`config.mk`:
```
export PLATFORM = sky130hd
export DESIGN_NAME = core_hazard_unit_flat
export DESIGN_NICKNAME = d
export VERILOG_FILES = /design/src/rtl/core_hazard_pkg.sv /design/src/rtl/core_hazard_if.sv /design/src/rtl/core_hazard_fwd.sv /design/src/rtl/core_hazard_unit.sv /design/src/flat_wrapper.sv
export SDC_FILE = /design/constraint.sdc
export NUM_CORES = 1
export LEC_CHECK = 0
export ABC_AREA = 1
export ABC_CLOCK_PERIOD_IN_PS = 1300
export CELL_PAD_IN_SITES_DETAIL_PLACEMENT = 0
export CELL_PAD_IN_SITES_GLOBAL_PLACEMENT = 1
export CORE_AREA = 2 2 85 63
export DETAILED_ROUTE_END_ITERATION = 8
export DIE_AREA = 0 0 87 65
export GPL_TIMING_DRIVEN = 0
export MAX_ROUTING_LAYER = met4
export PLACE_DENSITY = 0.84
export SLEW_MARGIN = 10
export SYNTH_ARGS = -nofsm -noshare
export SYNTH_HDL_FRONTEND = slang
export SYNTH_HIERARCHICAL = 1
export SYNTH_SLANG_ARGS = --single-unit
```
`constraint.sdc`:
```
create_clock -name clk -period 1.3 [get_ports clk]
set_input_delay 0.26 -clock clk [delete_from_list [all_inputs] [get_ports clk]]
set_output_delay 0.26 -clock clk [all_outputs]
set_load 0.01 [all_outputs]
```
`src/rtl/core_hazard_pkg.sv`:
```
// Shared encodings for the hazard unit: forwarding selects, FSM states,
// pipeline-register bit positions and the bubble-counter width.
package core_hazard_pkg;

  // Operand source selects driven onto fwd_src1_o / fwd_src2_o
  localparam logic [1:0] FWD_RF  = 2'b00;
  localparam logic [1:0] FWD_MEM = 2'b01;
  localparam logic [1:0] FWD_WB  = 2'b10;

  // Bit positions inside enb_o / kill_o
  localparam int STG_IF_DEC  = 0;
  localparam int STG_DEC_EXE = 1;
  localparam int STG_EXE_MEM = 2;
  localparam int STG_MEM_WB  = 3;

  localparam int CNT_W = 3;

  typedef enum logic [1:0] {
    RUN      = 2'd0,
    LD_STALL = 2'd1,
    FLUSH    = 2'd2
  } hz_state_e;

endpackage

```
`src/rtl/core_hazard_if.sv`:
```
// Bundle of pipeline status inputs and hazard-control outputs.
// master: pipeline side (drives status, receives controls).
// slave : hazard unit side.
interface core_hazard_if #(
  parameter int REG_AW   = 5,
  parameter int N_STAGES = 4
);

  logic [REG_AW-1:0]   dec_rs1_i, dec_rs2_i;
  logic [REG_AW-1:0]   exe_rs1_i, exe_rs2_i, exe_rd_i;
  logic                exe_we_i, exe_load_i, exe_jump_i, exe_brnch_i, brnch_tkn_i;
  logic [REG_AW-1:0]   mem_rd_i, wb_rd_i;
  logic                mem_we_i, wb_we_i;
  logic                icache_stall_i, dcache_stall_i;

  logic [N_STAGES-1:0] enb_o, kill_o;
  logic                pc_stop_o, nop_gen_o, pc_redirect_o;
  logic [1:0]          fwd_src1_o, fwd_src2_o;

  modport master (
    output dec_rs1_i, dec_rs2_i, exe_rs1_i, exe_rs2_i, exe_rd_i,
           exe_we_i, exe_load_i, exe_jump_i, exe_brnch_i, brnch_tkn_i,
           mem_rd_i, wb_rd_i, mem_we_i, wb_we_i, icache_stall_i, dcache_stall_i,
    input  enb_o, kill_o, pc_stop_o, nop_gen_o, pc_redirect_o, fwd_src1_o, fwd_src2_o
  );

  modport slave (
    input  dec_rs1_i, dec_rs2_i, exe_rs1_i, exe_rs2_i, exe_rd_i,
           exe_we_i, exe_load_i, exe_jump_i, exe_brnch_i, brnch_tkn_i,
           mem_rd_i, wb_rd_i, mem_we_i, wb_we_i, icache_stall_i, dcache_stall_i,
    output enb_o, kill_o, pc_stop_o, nop_gen_o, pc_redirect_o, fwd_src1_o, fwd_src2_o
  );

endinterface

```
`src/rtl/core_hazard_fwd.sv`:
```
// Forwarding comparator for one EXE source operand.
// The younger MEM result wins over WB; x0 is never forwarded.
module core_hazard_fwd
  import core_hazard_pkg::*;
#(
  parameter int REG_AW = 5
) (
  input  logic [REG_AW-1:0] rs_i,
  input  logic [REG_AW-1:0] mem_rd_i,
  input  logic              mem_we_i,
  input  logic [REG_AW-1:0] wb_rd_i,
  input  logic              wb_we_i,
  output logic [1:0]        src_o
);

  // Priority select: MEM, then WB, else register file
  always_comb begin
    src_o = FWD_RF;
    if (mem_we_i && (rs_i != '0) && (mem_rd_i == rs_i)) begin
      src_o = FWD_MEM;
    end else if (wb_we_i && (rs_i != '0) && (wb_rd_i == rs_i)) begin
      src_o = FWD_WB;
    end
  end

endmodule

```
`src/rtl/core_hazard_unit.sv`:
```
// Pipeline hazard unit: operand forwarding, load-use bubbles, branch/jump
// flush and cache-stall freezing. Optional saturating performance counters
// are built when CORE_HAZARD_PERF_CNT_EN is defined.
module core_hazard_unit
  import core_hazard_pkg::*;
#(
  parameter int REG_AW    = 5,
  parameter int N_STAGES  = 4,
  parameter int LOAD_LAT  = 1,
  parameter int FLUSH_CYC = 1
) (
  input  logic          clk,
  input  logic          rst,
  core_hazard_if.slave  hz
`ifdef CORE_HAZARD_PERF_CNT_EN
  ,
  output logic [31:0]   perf_stall_o,
  output logic [31:0]   perf_flush_o
`endif
);

  hz_state_e           state_q, state_d;
  logic [CNT_W-1:0]    cnt_q, cnt_d;

  logic                load_use;
  logic                redirect;
  logic [N_STAGES-1:0] enb_v, kill_v;
  logic                nop_v, redir_v, stop_v;
  logic [REG_AW-1:0]   exe_rs [2];
  logic [1:0]          fwd_raw [2];

  assign load_use = hz.exe_load_i & hz.exe_we_i & (hz.exe_rd_i != '0) &
                    ((hz.exe_rd_i == hz.dec_rs1_i) | (hz.exe_rd_i == hz.dec_rs2_i));
  assign redirect = hz.exe_jump_i | (hz.exe_brnch_i & hz.brnch_tkn_i);

  assign exe_rs[0] = hz.exe_rs1_i;
  assign exe_rs[1] = hz.exe_rs2_i;

  for (genvar gi = 0; gi < 2; gi++) begin : g_fwd
    core_hazard_fwd #(.REG_AW(REG_AW)) u_fwd (
      .rs_i     (exe_rs[gi]),
      .mem_rd_i (hz.mem_rd_i),
      .mem_we_i (hz.mem_we_i),
      .wb_rd_i  (hz.wb_rd_i),
      .wb_we_i  (hz.wb_we_i),
      .src_o    (fwd_raw[gi])
    );
  end

  assign hz.fwd_src1_o = rst ? FWD_RF : fwd_raw[0];
  assign hz.fwd_src2_o = rst ? FWD_RF : fwd_raw[1];

  // Pipeline control outputs from current state and live hazards
  always_comb begin
    enb_v   = '1;
    kill_v  = '0;
    nop_v   = 1'b0;
    redir_v = 1'b0;
    if (rst) begin
      enb_v  = '0;
      kill_v = '1;
    end else if (hz.dcache_stall_i) begin
      // Whole pipe frozen; a redirect is re-presented once the stall clears
      enb_v = '0;
    end else begin
      if (redirect) begin
        redir_v                 = 1'b1;
        kill_v[STG_IF_DEC]      = 1'b1;
        kill_v[STG_DEC_EXE]     = 1'b1;
      end else if ((state_q == RUN && load_use) || state_q == LD_STALL) begin
        enb_v[STG_IF_DEC] = 1'b0;
        nop_v             = 1'b1;
      end
      if (hz.icache_stall_i) begin
        enb_v[STG_IF_DEC] = 1'b0;
        nop_v             = 1'b1;
      end
    end
    stop_v = ~&enb_v;
  end

  assign hz.enb_o         = enb_v;
  assign hz.kill_o        = kill_v;
  assign hz.nop_gen_o     = nop_v;
  assign hz.pc_redirect_o = redir_v;
  assign hz.pc_stop_o     = stop_v;

  // Next-state: redirect beats load-use, dcache stall freezes everything
  always_comb begin
    state_d = state_q;
    cnt_d   = cnt_q;
    if (hz.dcache_stall_i) begin
      state_d = state_q;
      cnt_d   = cnt_q;
    end else if (redirect) begin
      state_d = FLUSH;
      cnt_d   = CNT_W'(FLUSH_CYC - 1);
    end else begin
      case (state_q)
        RUN: begin
          if (load_use && LOAD_LAT > 1) begin
            state_d = LD_STALL;
            cnt_d   = CNT_W'(LOAD_LAT - 1);
          end
        end
        LD_STALL: begin
          // Counter value equals remaining bubbles including this one
          if (cnt_q <= CNT_W'(1)) begin
            state_d = RUN;
            cnt_d   = '0;
          end else begin
            cnt_d = cnt_q - CNT_W'(1);
          end
        end
        FLUSH: begin
          if (cnt_q == '0) begin
            state_d = RUN;
          end else begin
            cnt_d = cnt_q - CNT_W'(1);
          end
        end
        default: begin
          state_d = RUN;
          cnt_d   = '0;
        end
      endcase
    end
  end

  // FSM state and bubble counter
  always_ff @(posedge clk) begin
    if (rst) begin
      state_q <= RUN;
      cnt_q   <= '0;
    end else begin
      state_q <= state_d;
      cnt_q   <= cnt_d;
    end
  end

`ifdef CORE_HAZARD_PERF_CNT_EN
  logic [31:0] perf_stall_q, perf_stall_d;
  logic [31:0] perf_flush_q, perf_flush_d;

  // Saturating event counters
  always_comb begin
    perf_stall_d = perf_stall_q;
    perf_flush_d = perf_flush_q;
    if (stop_v && perf_stall_q != '1) perf_stall_d = perf_stall_q + 32'd1;
    if (redir_v && perf_flush_q != '1) perf_flush_d = perf_flush_q + 32'd1;
  end

  // Counter registers, cleared by reset
  always_ff @(posedge clk) begin
    if (rst) begin
      perf_stall_q <= '0;
      perf_flush_q <= '0;
    end else begin
      perf_stall_q <= perf_stall_d;
      perf_flush_q <= perf_flush_d;
    end
  end

  assign perf_stall_o = perf_stall_q;
  assign perf_flush_o = perf_flush_q;
`endif

endmodule

```
`src/flat_wrapper.sv`:
```
// flat-port wrapper written by rule: the top's interface ports become plain ports
module core_hazard_unit_flat import core_hazard_pkg::*;
#(
  parameter int REG_AW    = 5,
  parameter int N_STAGES  = 4,
  parameter int LOAD_LAT  = 1,
  parameter int FLUSH_CYC = 1
)
  (clk, rst, hz_dec_rs1_i, hz_dec_rs2_i, hz_exe_rs1_i, hz_exe_rs2_i, hz_exe_rd_i, hz_exe_we_i, hz_exe_load_i, hz_exe_jump_i, hz_exe_brnch_i, hz_brnch_tkn_i, hz_mem_rd_i, hz_wb_rd_i, hz_mem_we_i, hz_wb_we_i, hz_icache_stall_i, hz_dcache_stall_i, hz_enb_o, hz_kill_o, hz_pc_stop_o, hz_nop_gen_o, hz_pc_redirect_o, hz_fwd_src1_o, hz_fwd_src2_o);
  core_hazard_if #(.REG_AW(REG_AW), .N_STAGES(N_STAGES)) hz_i ();
  input  logic clk;
  input  logic rst;
  input wire logic [$bits(hz_i.dec_rs1_i)-1:0] hz_dec_rs1_i;
  input wire logic [$bits(hz_i.dec_rs2_i)-1:0] hz_dec_rs2_i;
  input wire logic [$bits(hz_i.exe_rs1_i)-1:0] hz_exe_rs1_i;
  input wire logic [$bits(hz_i.exe_rs2_i)-1:0] hz_exe_rs2_i;
  input wire logic [$bits(hz_i.exe_rd_i)-1:0] hz_exe_rd_i;
  input wire logic [$bits(hz_i.exe_we_i)-1:0] hz_exe_we_i;
  input wire logic [$bits(hz_i.exe_load_i)-1:0] hz_exe_load_i;
  input wire logic [$bits(hz_i.exe_jump_i)-1:0] hz_exe_jump_i;
  input wire logic [$bits(hz_i.exe_brnch_i)-1:0] hz_exe_brnch_i;
  input wire logic [$bits(hz_i.brnch_tkn_i)-1:0] hz_brnch_tkn_i;
  input wire logic [$bits(hz_i.mem_rd_i)-1:0] hz_mem_rd_i;
  input wire logic [$bits(hz_i.wb_rd_i)-1:0] hz_wb_rd_i;
  input wire logic [$bits(hz_i.mem_we_i)-1:0] hz_mem_we_i;
  input wire logic [$bits(hz_i.wb_we_i)-1:0] hz_wb_we_i;
  input wire logic [$bits(hz_i.icache_stall_i)-1:0] hz_icache_stall_i;
  input wire logic [$bits(hz_i.dcache_stall_i)-1:0] hz_dcache_stall_i;
  output wire logic [$bits(hz_i.enb_o)-1:0] hz_enb_o;
  output wire logic [$bits(hz_i.kill_o)-1:0] hz_kill_o;
  output wire logic [$bits(hz_i.pc_stop_o)-1:0] hz_pc_stop_o;
  output wire logic [$bits(hz_i.nop_gen_o)-1:0] hz_nop_gen_o;
  output wire logic [$bits(hz_i.pc_redirect_o)-1:0] hz_pc_redirect_o;
  output wire logic [$bits(hz_i.fwd_src1_o)-1:0] hz_fwd_src1_o;
  output wire logic [$bits(hz_i.fwd_src2_o)-1:0] hz_fwd_src2_o;
  assign hz_i.dec_rs1_i = hz_dec_rs1_i;
  assign hz_i.dec_rs2_i = hz_dec_rs2_i;
  assign hz_i.exe_rs1_i = hz_exe_rs1_i;
  assign hz_i.exe_rs2_i = hz_exe_rs2_i;
  assign hz_i.exe_rd_i = hz_exe_rd_i;
  assign hz_i.exe_we_i = hz_exe_we_i;
  assign hz_i.exe_load_i = hz_exe_load_i;
  assign hz_i.exe_jump_i = hz_exe_jump_i;
  assign hz_i.exe_brnch_i = hz_exe_brnch_i;
  assign hz_i.brnch_tkn_i = hz_brnch_tkn_i;
  assign hz_i.mem_rd_i = hz_mem_rd_i;
  assign hz_i.wb_rd_i = hz_wb_rd_i;
  assign hz_i.mem_we_i = hz_mem_we_i;
  assign hz_i.wb_we_i = hz_wb_we_i;
  assign hz_i.icache_stall_i = hz_icache_stall_i;
  assign hz_i.dcache_stall_i = hz_dcache_stall_i;
  assign hz_enb_o = hz_i.enb_o;
  assign hz_kill_o = hz_i.kill_o;
  assign hz_pc_stop_o = hz_i.pc_stop_o;
  assign hz_nop_gen_o = hz_i.nop_gen_o;
  assign hz_pc_redirect_o = hz_i.pc_redirect_o;
  assign hz_fwd_src1_o = hz_i.fwd_src1_o;
  assign hz_fwd_src2_o = hz_i.fwd_src2_o;
  core_hazard_unit #(.REG_AW(REG_AW), .N_STAGES(N_STAGES), .LOAD_LAT(LOAD_LAT), .FLUSH_CYC(FLUSH_CYC)) u_core (.clk(clk), .rst(rst), .hz(hz_i));
endmodule
```
==> flow_metrics.env, run 1 <==
export IMPL_critPathSlowestCell="buf_2"
export IMPL_first_iter_violations=42
export IMPL_holdPathEnd="u_core/state_q[1]"
export IMPL_worstHoldStart="rst"
export IMPL_cap_violations=0
export IMPL_finalSetupViolations=4
export IMPL_antenna_found_initial=0
export IMPL_critPathRequiredTime_ps=1040
export IMPL_clockBufferDepth=2
export IMPL_via_count=1424
export IMPL_pin_count=61
export IMPL_period_share_pct=104
export IMPL_synth_seq_cells=4
export IMPL_cp_start_kind="input port"
export IMPL_drc=0
export IMPL_synth_top_cells_by_area="nand2_1 (33%), inv_1 (21%), nor2_1 (14%)"
export IMPL_ant_nets=0
export IMPL_clock_sinks=4
export IMPL_layout_common_cells="nand2_1 (74), inv_1 (46), nor2_1 (23)"
export IMPL_grt_pass1_wl_mm=5.40
export IMPL_synth_cells=231
export IMPL_path_cells="buf_8 > nor2_2 > nand3_1 > nand2_1 > nor2_2 > nor2_1 > inv_1 > nor2_1 > buf_2"
export IMPL_power_density_mw_per_mm2=479
export IMPL_finalMaxSlewViolations=0
export IMPL_cts_buffers=3
export IMPL_synth_top_area_cell="nand2_1"
export IMPL_holdBufCountCts=0
export IMPL_final_cell_area_mm2=0.00190
export IMPL_p_sw_share_pct=34.3
export IMPL_endpoint_kind="primary output"
export IMPL_grt_start_max_net_pins=10
export IMPL_syn_to_final_growth_pct=84.2
export IMPL_track_usage_pct=12.0
export IMPL_die_h_um=65
export IMPL_final_common_cell="nand2_1"
export IMPL_wl_mm=3.36
export IMPL_cp_max_fo=4
export IMPL_p_leak_nw=1.17
export IMPL_seq_power_share_pct=15.7
export IMPL_cts_root_buffer="clkbuf_8"
export IMPL_placed_cell_area_mm2=0.00171
export IMPL_fin_setup_tns_ps=-187
export IMPL_grt_overflow_total=0
export IMPL_r2r_start="u_core/cnt_q[0]"
export IMPL_worstMarginPinSlew_ps=140
export IMPL_die_x_um=87
export IMPL_arrival_ps=1100
export IMPL_fp_row_count=22
export IMPL_rsz0062_at_grt="true"
export IMPL_htreeDepth=1
export IMPL_synthDistinctLibCells=17
export IMPL_place_hpwl_mm=2.75
export IMPL_diodes=0
export IMPL_critPathKind="in -> out"
export IMPL_cts_tree="yes"
export IMPL_nFillCells=549
export IMPL_avgSynthCellArea_um2=4.47
export IMPL_power_share_clock_pct=27.5
export IMPL_dr_pass1_iters=4
export IMPL_max_vdd_ir_drop_mv=0.430
export IMPL_yosysSeqAreaShare_pct=7.76
export IMPL_fin_crit_ps=1360
export IMPL_netlist_area_leader_share_pct=32.7
export IMPL_p_comb_share_pct=56.8
export IMPL_violations="negative setup slack"
export IMPL_internal_power_mw=0.599
export IMPL_core_area_mm2=0.00493
export IMPL_wl_per_cell_um=9.30
export IMPL_hold_path_class="in -> reg"
export IMPL_yosysWarnings=6
export IMPL_fin_nets=351
export IMPL_clk_latency_ps=210
export IMPL_grt_pass1_vias=1265
export IMPL_clock_skew_ps=1.69
export IMPL_syn_nets=279
export IMPL_r2r_cells=7
export IMPL_initial_utilization_pct=20.9
export IMPL_cts_clk_slew_worst_paths_ps=30
export IMPL_via_per_inst=3.94
export IMPL_multi_input_area_um2=786
export IMPL_r2r_end="u_core/cnt_q[0]"
export IMPL_hold_depth=2
export IMPL_io_buffers=60
export IMPL_seqCellArea_um2=82.6
export IMPL_reg2reg_slack_ps=140
export IMPL_p_sw_mw=0.313
export IMPL_relSlewSlack_pct=90.5
export IMPL_routabilityCongestion=0.781
export IMPL_hold_viol_final=0
export IMPL_drive_above_1_share_pct=41.2
export IMPL_netlist_area_mm2=0.00103
export IMPL_max_freq_mhz=737
export IMPL_layout_setup_ws_ps=-57.1
export IMPL_critPathMaxStageDelay_ps=150
export IMPL_dieArea_mm2=0.00566
export IMPL_status="finished, violations left"
-- Yosys cell counts --
library cell and count:
o21ai_0 6, inv_2 6, xnor2_1 2, nand2_2 2
nor2_1 38, o21a_1 2, ha_1 2, nand3_1 9
inv_1 58, o21ai_1 1, nand4_1 2, buf_4 5
nand2_1 90, a21oi_2 1, nor2_2 2, dfxtp_1 4
nand3_2 1
-- worst max-delay path: cells and delay by family --
kind | cells | cell delay (ps)
simple gates | 6 | 540
buf+inv | 3 | 290
-- final cells by class --
cell class,count,share of cell area (%)
multi-input cells,158,41.3
repair buffers,67,32.4
inverters,64,13.8
flip-flops and latches,4,4.34
well taps,60,3.95
clock buffers,3,2.17
plain buffers,5,1.97
-- metal layers --
layer  wire, um  up-vias  GRT usage (%)
li1           -      798              -
met1       1600      605           16.4
met2       1610       19           19.3
met3        120        2           1.66
met4         23        0           1.76
met5          0        -              -
-- flip-flops by register name, indices dropped and copies added (netlist names) --
| register | count |
|---|---|
| u_core/cnt_q | 3 |
| u_core/state_q | 1 |
-- logic make-up after synthesis --
logic type	after synthesis	synth area share (%)
buffers and inverters	69	26.9
adders and majority gates	2	2.42
AOI/OAI and AO/OA	10	5.70
DFF	4	7.76
and+or+nand+nor	144	55.5
xor gates and xnor gates	2	1.70
-- power groups by stage --
| stage | registers [mW] | logic (mW) | clock network [mW] |
|---|---|---|---|
| global route | 0.145 | 0.578 | 0.267 |
| detailed placement | 0.145 | 0.454 | 0 |
| floorplan | 0.142 | 0.209 | 0 |
| CTS | 0.143 | 0.457 | 0.257 |
| global placement | 0.144 | 0.451 | 0 |
| finish | 0.143 | 0.518 | 0.251 |
-- per-stage QoR --
step / hold slack [ps] / power, mW / utilization [%] / std cells / setup WS (ps)
global placement: 446 / 0.595 / 34.7 / 351 / -1130
floorplan: 371 / 0.351 / - / 231 / 136
finish: 339 / 0.912 / 38.6 / 361 / -57.1
detailed placement: 468 / 0.599 / 34.7 / 351 / -1130
CTS: 345 / 0.857 / 35.0 / 361 / -134
global route: 348 / 0.990 / 38.6 / 361 / -197
-- how the worst max path moves through the flow --
stage / slack (ps) / to / startpoint / cells past startpoint
final: -60 / hz_fwd_src1_o[1] / hz_exe_rs1_i[2] / 9
after global routing: -200 / hz_fwd_src1_o[1] / hz_wb_rd_i[1] / 12
after CTS: -130 / hz_fwd_src1_o[1] / hz_exe_rs1_i[3] / 11
after detailed placement: -1130 / hz_pc_redirect_o / rst / 5
after global placement: -1130 / hz_pc_redirect_o / rst / 5
after floorplan: 140 / hz_pc_redirect_o / rst / 3
-- timing repair --
action,CTS,global route
endpoints found under the setup margin,18,11
setup buffers,7,0
pin swaps,62,54
gates cloned,0,0
gates resized for setup,258,63
No activity file was read; power rests on OpenSTA's default activity.
==> inputs of run 2 (changes only) <==
==> constraint.sdc (replaced) <==
create_clock -name clk -period 1.3 [get_ports clk]
set_input_delay 0.26 -clock clk [delete_from_list [all_inputs] [get_ports clk]]
set_output_delay 0.26 -clock clk [all_outputs]
set_load 0.02 [all_outputs]
==> flow_metrics.env, run 2 (synthesis gave the netlist of run 1 again) <==
export IMPL_period_share_pct=107
export IMPL_die_h_um=65
export IMPL_holdBufCountCts=0
export IMPL_placed_cell_area_mm2=0.00171
export IMPL_hold_path_class="in -> reg"
export IMPL_regMostFlops="u_core/cnt_q"
export IMPL_p_leak_nw=1.19
export IMPL_cap_violations=0
export IMPL_fin_crit_ps=1390
export IMPL_pre_cts_ws_ps=-1090
export IMPL_die_x_um=87
export IMPL_dp_cells=351
export IMPL_cts_clk_slew_worst_paths_ps=30
export IMPL_dieArea_mm2=0.00566
export IMPL_rsz0062_at_grt="true"
export IMPL_violations="negative setup slack"
export IMPL_grt_start_max_net_pins=10
export IMPL_routabilityCongestion=0.775
export IMPL_final_cells=364
export IMPL_arrival_ps=1130
export IMPL_via_count=1431
export IMPL_clockBufferDepth=2
export IMPL_layout_setup_ws_ps=-87.3
export IMPL_relSlewSlack_pct=86.0
export IMPL_hold_depth=2
export IMPL_clock_sinks=4
export IMPL_total_power_mw=0.955
export IMPL_antenna_found_initial=0
export IMPL_initial_utilization_pct=20.9
export IMPL_reg_top3="u_core/cnt_q x3, u_core/state_q x1"
export IMPL_syn_to_final_growth_pct=89.0
export IMPL_grt_overflow_total=0
export IMPL_fin_setup_tns_ps=-337
export IMPL_max_vdd_ir_drop_mv=0.168
export IMPL_cts_buffers=3
export IMPL_diodes=0
export IMPL_place_hpwl_mm=2.73
export IMPL_final_cell_area_mm2=0.00195
export IMPL_reg2reg_slack_ps=120
export IMPL_grt_pass1_vias=1275
export IMPL_wl_mm=3.38
export IMPL_cts_tree="yes"
export IMPL_r2r_cells=7
export IMPL_cp_max_fo=4
export IMPL_endpoint_kind="primary output"
export IMPL_finalSetupViolations=7
export IMPL_grt_pass1_wl_mm=5.28
export IMPL_first_iter_violations=25
export IMPL_ant_nets=0
export IMPL_dr_pass1_iters=4
export IMPL_critPathKind="in -> out"
export IMPL_nFillCells=561
export IMPL_pin_count=61
export IMPL_finalMaxSlewViolations=0
export IMPL_power_density_mw_per_mm2=490
export IMPL_cp_start_kind="input port"
export IMPL_final_core_util_pct=39.6
export IMPL_clk_latency_ps=210
export IMPL_core_area_mm2=0.00493
export IMPL_holdWs_ps=385
export IMPL_drive_above_1_share_pct=46.7
export IMPL_layout_common_cells="nand2_1 (67), inv_1 (45), nor2_1 (25)"
export IMPL_cts_root_buffer="clkbuf_8"
export IMPL_final_common_cell="nand2_1"
export IMPL_via_per_inst=3.93
export IMPL_fp_row_count=22
export IMPL_htreeDepth=1
export IMPL_fin_nets=354
export IMPL_clock_skew_ps=0.373
export IMPL_hold_viol_final=0
export IMPL_drc=0
export IMPL_max_freq_mhz=721
export IMPL_io_buffers=60
export IMPL_critPathRequiredTime_ps=1040
export IMPL_track_usage_pct=11.9
export IMPL_wl_per_cell_um=9.29
export IMPL_status="finished, violations left"
export IMPL_worstMarginPinSlew_ps=211
export IMPL_largest_reg_flops=3
==> run 2: cell count changes in the layout (fill, tap and decap cells not counted), sizes merged <==
cell / previous run / this run
buf: 59 / 65
clkbuf: 3 / 5
clkdlybuf4s15: 6 / 3
clkinv: 1 / 0
inv: 63 / 64
dlygate4sd2: 6 / 4
==> run 2: final timing paths <==
| check | end | start |
|---|---|---|
| setup / recovery | hz_fwd_src1_o[1] | hz_exe_rs1_i[0] |
| hold / removal | u_core/state_q[1] | rst |
| setup reg to reg | u_core/cnt_q[1] | u_core/cnt_q[0] |
| hold reg to reg | u_core/cnt_q[1] | u_core/cnt_q[1] |
==> run 2: power breakdown <==
group / leakage [nW] / internal [mW] / total, mW / switching [mW]
registers: 0.0333 / 0.136 / 0.144 / 0.00811
logic: 1.13 / 0.271 / 0.556 / 0.285
clock network: 0.0216 / 0.197 / 0.255 / 0.0579
total: 1.19 / 0.604 / 0.955 / 0.352
==> run 2: cell type report <==
type	instances	area (um^2)	share of cell area, %
inverter	64	265	13.6
tap	60	75.1	3.85
buffer	5	37.5	1.92
multi-input combinational	158	855	43.8
timing repair buffer	70	596	30.5
clock buffer	3	41.3	2.12
sequential	4	81.3	4.17
==> run 2: metal layers <==
layer | track usage (%) | routed length, um | vias to the layer above
li1 | - | - | 797
met5 | - | 0 | -
met2 | 18.7 | 1480 | 35
met4 | 2.34 | 10 | 0
met3 | 1.02 | 180 | 2
met1 | 16.6 | 1710 | 597
==> run 2: timing repair <==
action | 4_1_cts | 5_1_grt
setup buffers | 7 | 3
setup endpoints to repair | 19 | 13
gates resized for setup | 276 | 77
hold endpoints to repair | 0 | 0
pin swaps | 56 | 37
==> run 2: critical path, cell delays in order <==
cell,delay [ps]
buf_8,100
nor2_1,140
nand3_1,120
nand2_2,100
nor2_2,40
nor2_1,90
inv_1,40
nor2_1,70
buf_4,140
